===== config.mk =====
export PLATFORM = sky130hd
export DESIGN_NAME = jstk_dir_filter
export DESIGN_NICKNAME = d
export VERILOG_FILES = /design/src/rtl/jstk_dir_filter.sv
export SDC_FILE = /design/constraint.sdc
export NUM_CORES = 1
export LEC_CHECK = 0
export ABC_AREA = 1
export ABC_CLOCK_PERIOD_IN_PS = 3400
export CORE_AREA = 2 2 61 63
export DETAILED_ROUTE_END_ITERATION = 10
export DIE_AREA = 0 0 63 65
export GPL_TIMING_DRIVEN = 0
export PLACE_DENSITY = 0.82
export SYNTH_ARGS = -nofsm -noshare
export SYNTH_HDL_FRONTEND = slang
export SYNTH_SLANG_ARGS = --single-unit
export TNS_END_PERCENT = 30

===== constraint.sdc =====
create_clock -name CLK -period 3.4 [get_ports CLK]
set_input_delay 0.34 -clock CLK [delete_from_list [all_inputs] [get_ports CLK]]
set_output_delay 0.34 -clock CLK [all_outputs]
set_load 0.005 [all_outputs]

===== src/rtl/jstk_dir_filter.sv =====
// Joystick direction filter: turns strobed X/Y position samples into a debounced,
// hysteretic 3-bit direction code with change and auto-repeat move strobes.
module jstk_dir_filter #(
  parameter int DATA_W     = 10,
  parameter int HI_TH      = 800,
  parameter int LO_TH      = 200,
  parameter int HYST       = 32,
  parameter int STABLE_CNT = 3,
  parameter int REPEAT     = 4
) (
  input  logic              CLK,
  input  logic              RST,
  input  logic              sample_valid,
  input  logic [DATA_W-1:0] pos_x,
  input  logic [DATA_W-1:0] pos_y,
  output logic [2:0]        DIR,
  output logic              dir_chg,
  output logic              dir_pulse
);

  typedef enum logic [2:0] {
    DIR_NONE  = 3'd0,
    DIR_UP    = 3'd1,
    DIR_DOWN  = 3'd2,
    DIR_RIGHT = 3'd3,
    DIR_LEFT  = 3'd4
  } dir_t;

  localparam int CNT_W = $clog2(STABLE_CNT + 1);
  localparam int REP_W = (REPEAT > 0) ? $clog2(REPEAT + 1) : 1;

  localparam logic [DATA_W-1:0] TH_HI     = DATA_W'(HI_TH);
  localparam logic [DATA_W-1:0] TH_LO     = DATA_W'(LO_TH);
  localparam logic [DATA_W-1:0] TH_HI_REL = DATA_W'(HI_TH - HYST);
  localparam logic [DATA_W-1:0] TH_LO_REL = DATA_W'(LO_TH + HYST);
  localparam logic [CNT_W-1:0]  CNT_MAX   = CNT_W'(STABLE_CNT);
  localparam logic [REP_W-1:0]  REP_MAX   = REP_W'(REPEAT);

  logic              r_s_v;
  logic [DATA_W-1:0] r_x;
  logic [DATA_W-1:0] r_y;
  dir_t              r_dir;
  dir_t              r_pending;
  logic [CNT_W-1:0]  r_cnt;
  logic [REP_W-1:0]  r_rep;
  logic              r_chg;
  logic              r_pulse;

  logic              w_hold;
  dir_t              w_cand;
  dir_t              w_pend_next;
  logic [CNT_W-1:0]  w_cnt_next;
  logic              w_commit;
  logic [REP_W-1:0]  w_rep_inc;
  logic              w_rep_hit;

  // The committed direction is kept while its relaxed (hysteresis) condition holds;
  // otherwise the normal thresholds pick a candidate in fixed priority order.
  always_comb begin
    w_hold = 1'b0;
    case (r_dir)
      DIR_UP:    w_hold = (r_y > TH_HI_REL);
      DIR_DOWN:  w_hold = (r_y < TH_LO_REL);
      DIR_RIGHT: w_hold = (r_x > TH_HI_REL);
      DIR_LEFT:  w_hold = (r_x < TH_LO_REL);
      default:   w_hold = 1'b0;
    endcase

    if (w_hold)            w_cand = r_dir;
    else if (r_y > TH_HI)  w_cand = DIR_UP;
    else if (r_y < TH_LO)  w_cand = DIR_DOWN;
    else if (r_x > TH_HI)  w_cand = DIR_RIGHT;
    else if (r_x < TH_LO)  w_cand = DIR_LEFT;
    else                   w_cand = DIR_NONE;

    w_pend_next = r_pending;
    if (w_cand == r_dir) begin
      w_cnt_next = '0;
    end else if (w_cand == r_pending) begin
      w_cnt_next = (r_cnt == CNT_MAX) ? r_cnt : r_cnt + CNT_W'(1);
    end else begin
      w_pend_next = w_cand;
      w_cnt_next  = CNT_W'(1);
    end

    w_commit  = (w_cnt_next == CNT_MAX);
    w_rep_inc = r_rep + REP_W'(1);
    w_rep_hit = (REPEAT != 0) && (w_rep_inc == REP_MAX);
  end

  always_ff @(posedge CLK) begin
    if (!RST) begin
      r_s_v     <= 1'b0;
      r_x       <= '0;
      r_y       <= '0;
      r_dir     <= DIR_NONE;
      r_pending <= DIR_NONE;
      r_cnt     <= '0;
      r_rep     <= '0;
      r_chg     <= 1'b0;
      r_pulse   <= 1'b0;
    end else begin
      r_s_v   <= sample_valid;
      r_chg   <= 1'b0;
      r_pulse <= 1'b0;
      if (sample_valid) begin
        r_x <= pos_x;
        r_y <= pos_y;
      end
      if (r_s_v) begin
        r_pending <= w_pend_next;
        if (w_commit) begin
          r_dir   <= w_cand;
          r_cnt   <= '0;
          r_rep   <= '0;
          r_chg   <= 1'b1;
          r_pulse <= (w_cand != DIR_NONE);
        end else begin
          r_cnt <= w_cnt_next;
          // Repeat counting only advances while a direction is held.
          if (r_dir != DIR_NONE && REPEAT != 0) begin
            if (w_rep_hit) begin
              r_pulse <= 1'b1;
              r_rep   <= '0;
            end else begin
              r_rep <= w_rep_inc;
            end
          end
        end
      end
    end
  end

  assign DIR       = r_dir;
  assign dir_chg   = r_chg;
  assign dir_pulse = r_pulse;

endmodule


Yosys cells after proc, flatten, opt, wreduce, memory -nomap -nowiden. Cells that the tools add are included.

Muxes and demuxes: 17. Reductions and logical operators: 7. Order comparisons: 8. Eq/ne operators: 9. Bitwise operators: 2. Add/subtract/negate cells: 2.

Operator list (count): 10-bit greater-than comparator, second input constant (4); 10-bit by 8-bit less-than comparator with 1-bit output, second input constant (4); 3-bit two-way mux (8); 2-bit two-way mux (4); 3-bit by 2-bit equality test with 1-bit output, second input constant (2); 3-bit equality test (2); 3-bit equality test, second input constant (2); 2-bit AND reduction (3); 3-bit nonzero test (2); 2-bit equality test, second input constant (2); 1-bit two-way mux (4); 1-bit case mux with 4 select lines (1); 3-bit by 1-bit adder with 3-bit output, second input constant (1); 3-bit by 1-bit equality test with 1-bit output, second input constant (1); 3-bit AND reduction (1); 2-bit by 1-bit adder with 2-bit output, second input constant (1); 1-bit NOT (2); 2-bit nonzero test (1).

Logic and storage cells: 54. Register bits after elaboration: 34. Output and inout port bits: 5. Input bits: 23.

Longest topological paths before layout.
Depth after elaboration: 12. Depth in mapped cells: 18. Mapped depth without buffers: 18.

Worst setup path before layout. OpenSTA, ideal clock, no wires.

Path kind: reg-to-reg. Start: register r_dir[2], in the netlist DIR[2]. End: register r_rep[1]. Buffers on the path: 0. Arrival time: 1.752 ns. Clock period less this slack: 1.865 ns. Slack: 1.535 ns. Library setup time: 0.113 ns. Cell stages (with the launch flop): 18. Data required time: 3.287 ns. Path through: dfxtp_1 -> inv_2 -> nand2_2 -> nor2_2 -> o21ai_2 -> nand2_2 -> nor2_4 -> nand2_2 -> nand2_4 -> nand2_2 -> nand2_2 -> nand2_4 -> nor2_8 -> nand3_4 -> nand2_1 -> nand2_1 -> nor2_1 -> nor2_1.

Longest elaborated chain between the ends: 9. Elaborated cells between the ends (all ways): 15.

Ends and longest elaborated chain: from (decl) (line 42) `dir_t r_dir;`; from (signal assigned) (line 113) `r_dir <= w_cand;`; 3-bit equality test (tied with other cells) (line 61) `case (r_dir)`; 1-bit case mux with 4 select lines (line 61); 3-bit two-way mux (line 69) `if (w_hold) w_cand = r_dir;`; 3-bit equality test (line 79) `end else if (w_cand == r_pending) begin`; 2-bit two-way mux (line 79); 2-bit two-way mux (line 77) `if (w_cand == r_dir) begin`; 2-bit equality test (line 86) `w_commit = (w_cnt_next == CNT_MAX);`; 2-bit nonzero test (no line); 2-bit AND reduction (no line); to (signal assigned) (line 126) `r_rep <= w_rep_inc;`; to (decl) (line 45) `logic [REP_W-1:0] r_rep;`.

Several ways; a longest one is shown, not always the timed one. A chain may end at the register's enable or synchronous reset.

Worst setup path in the final report.
Start: register r_dir[0], in the netlist DIR[0]. End: register r_rep[0].

Same word-level chain as after synthesis.

==> results by group <==
Global routing
  • GR Util All Layers: 0.224
  • Pin count of the biggest net entering global routing: 11
  • Vias in the first global route: 1719
  • First-pass GRT wire length: 7.22 mm
  • Initial antenna violation count: 0
  • Congestion Overflow GR: 0

Die
  • Die Y-Extent: 65 um
  • Initial Util: 0.551
  • Die Area: 0.00410 mm^2
  • Die width: 63 um
  • Core region area: 0.00350 mm^2
  • IO Count: 28
  • Site row count: 22

STA
  • Slew HR: 0.685
  • Clock Skew: 6.72 ps
  • Final setup fails: 0
  • Crit path time final: 2140 ps
  • Fmax: 468 MHz
  • Final period util: 0.628
  • Worst-margin pin slew: 472 ps
  • Max Slew Vio Count: 0
  • Setup_tns: 0 ps
  • Final hold violations: 0
  • RSZ-0062 raised after global routing: no
  • WHS: 397 ps

Critical path
  • Critical path arrival: 2390 ps
  • Reg-to-reg setup timing slack: 1260 ps
  • Startpoint class of the critical path: register
  • Crit path max fanout: 8
  • Critical path data required time: 3650 ps
  • CP endpoint kind: register
  • WS Path Type: reg2reg

Logic synthesis
  • Synthesized cell area: 0.00193 mm^2
  • Synth Area per Inst: 6.58 um^2
  • Post-synth top area share: 0.353
  • Syn_nets: 319
  • Seq/Total Area, Yosys: 0.353
  • Synth area leaders: dfxtp_1 (35%), nor2_1 (12%), nand2_1 (10%)
  • Yosys cell types: 25
  • FF+latch count, synth: 34
  • Cells after Synth: 293
  • Yosys top cell by area: dfxtp_1
  • Ys Warns: 0

Worst hold path
  • HP Class: in2reg

Finish
  • Filler instances: 338
  • Nets: 352
  • Register area: 681 um^2
  • Inserted Diodes: 0
  • Area of the multi-input gates: 0.00108 mm^2
  • Area Growth Syn to Fin: 19.2%
  • Share of layout cells above drive strength 1: 0.132

Clock tree
  • Post-cts resize count: 0
  • Root buffer cell: clkbuf_4
  • CTS tree: done
  • Clk Latency, worst-skew pair: 350 ps
  • Post-CTS Setup Bufs: 0
  • CTS buffer count: 5
  • Worst-path clk slew: 100 ps
  • Clk buf depth: 2
  • CTS H-tree lvls: 2
  • Hold buffers post-CTS: 0
  • Clock sinks: 34

Drt
  • Vias per inst: 5.04
  • Routed Antenna Nets: 0
  • Initial DRC count: 83
  • WL/cell: 10.7 um
  • Detailed-route via count: 1884
  • Routed WL: 4.00 mm
  • 1st-pass router iterations: 4
  • DRC: 0

Place
  • Post-DP HPWL: 3.14 mm
  • Buffers on Ports: 26
  • Placer Congestion: 0.883

Power
  • Leakage: 1.00 nW
  • PwrDens: 352 mW/mm^2
  • Worst VDD drop: 0.272 mV

Job
  • Maxcap violations: 0

Run status
  • Status: completed
## layer usage
layer	track usage	routed length (um)	part of all wire
met2	0.394	1990	0.50
met1	0.264	1790	0.45
met3	0.0417	148	0.037
met4	0.100	77	0.019
met5	0	0	0
## cells by family (layout without fill, tap and decap cells)
| logic type | count (synthesis) | count (layout) | synth area share |
|---|---|---|---|
| fa+ha+maj | 3 | 3 | 0.0195 |
| buf+inv | 43 | 76 | 0.0844 |
| compound gates | 50 | 50 | 0.138 |
| simple gates | 163 | 163 | 0.405 |
| flops | 34 | 34 | 0.353 |
## report_power, final
| group | internal [mW] | switching, mW | total [mW] | leakage [nW] |
|---|---|---|---|---|
| registers | 0.420 | 0.0159 | 0.436 | 0.280 |
| logic | 0.0651 | 0.0962 | 0.161 | 0.696 |
| clock network | 0.0770 | 0.135 | 0.212 | 0.0243 |
## cell type report
cell class,instances,share of cell area
Timing Repair Buffer,26,0.113
Tap cell,48,0.0262
Clock inverter,1,0.00327
Buffer,6,0.00981
Clock buffer,6,0.0180
Inverter,37,0.0610
Sequential cell,34,0.296
Multi-Input combinational cell,216,0.472
## cells in the mapped netlist
cell type	number
dfxtp_1	34
nor2_1	60
nand4_4	1
buf_1	1
nand2_2	14
nand2_4	2
nand3_2	1
ha_1	3
clkinv_1	1
nand4_1	3
nand3_4	1
inv_2	5
nor2_8	1
clkinv_2	1
nand3b_1	2
clkbuf_1	5
nor2_2	5
o21ai_2	4
o21ai_1	3
nand3_1	18
o21ai_0	23
a21oi_1	20
inv_1	30
nand2_1	53
nor2_4	2
## final timing paths
kind                              from       end  cells past startpoint
worst max register to register  DIR[0]  r_rep[0]                     17
worst max-delay path            DIR[0]  r_rep[0]                     17
worst min-delay path               RST    r_x[1]                      3
worst min register to register  r_x[2]    r_x[2]                      2
## metrics by stage
step	util	instances	total power [mW]	worst slack (ps)	area, um^2
detailed placement	0.643	367	0.607	1290	2250
global route	0.657	374	0.857	985	2300
floorplan	-	293	0.557	1540	1930
finish	0.657	374	0.809	1260	2300
CTS	0.657	374	0.817	1270	2300
global placement	0.643	367	0.603	1310	2250
## layout by cell type (no fill, tap or decap), types with 2 or more instances in the layout
cell type        instances
nor2_1                  60
nand2_1                 53
dfxtp_1                 34
inv_1                   30
clkdlybuf4s50_1         26
o21ai_0                 23
a21oi_1                 20
nand3_1                 18
nand2_2                 14
clkbuf_1                 6
inv_2                    5
nor2_2                   5
clkbuf_4                 5
o21ai_2                  4
nand4_1                  3
o21ai_1                  3
ha_1                     3
nor2_4                   2
nand2_4                  2
nand3b_1                 2
## sequential cells by signal (all words and copies together) (netlist names)
name and flops:
r_cnt 2, r_y 10, r_s_v 1, r_rep 3
dir_chg 1, dir_pulse 1, r_pending 3, r_x 10
DIR 3
## worst max-delay path: stages, from the launching register on
cell	delay, ps
dfxtp_1	520
inv_1	140
nand2_1	90
nor2_1	50
o21ai_2	50
nand2_2	80
nor2_4	170
nand2_2	90
nand2_2	90
nand2_1	70
nand2_2	90
nand2_4	70
nor2_8	130
nand3_4	110
nand2_1	80
nand2_1	70
nor2_1	110
nor2_1	40
Power figures use the tool's default switching activity.
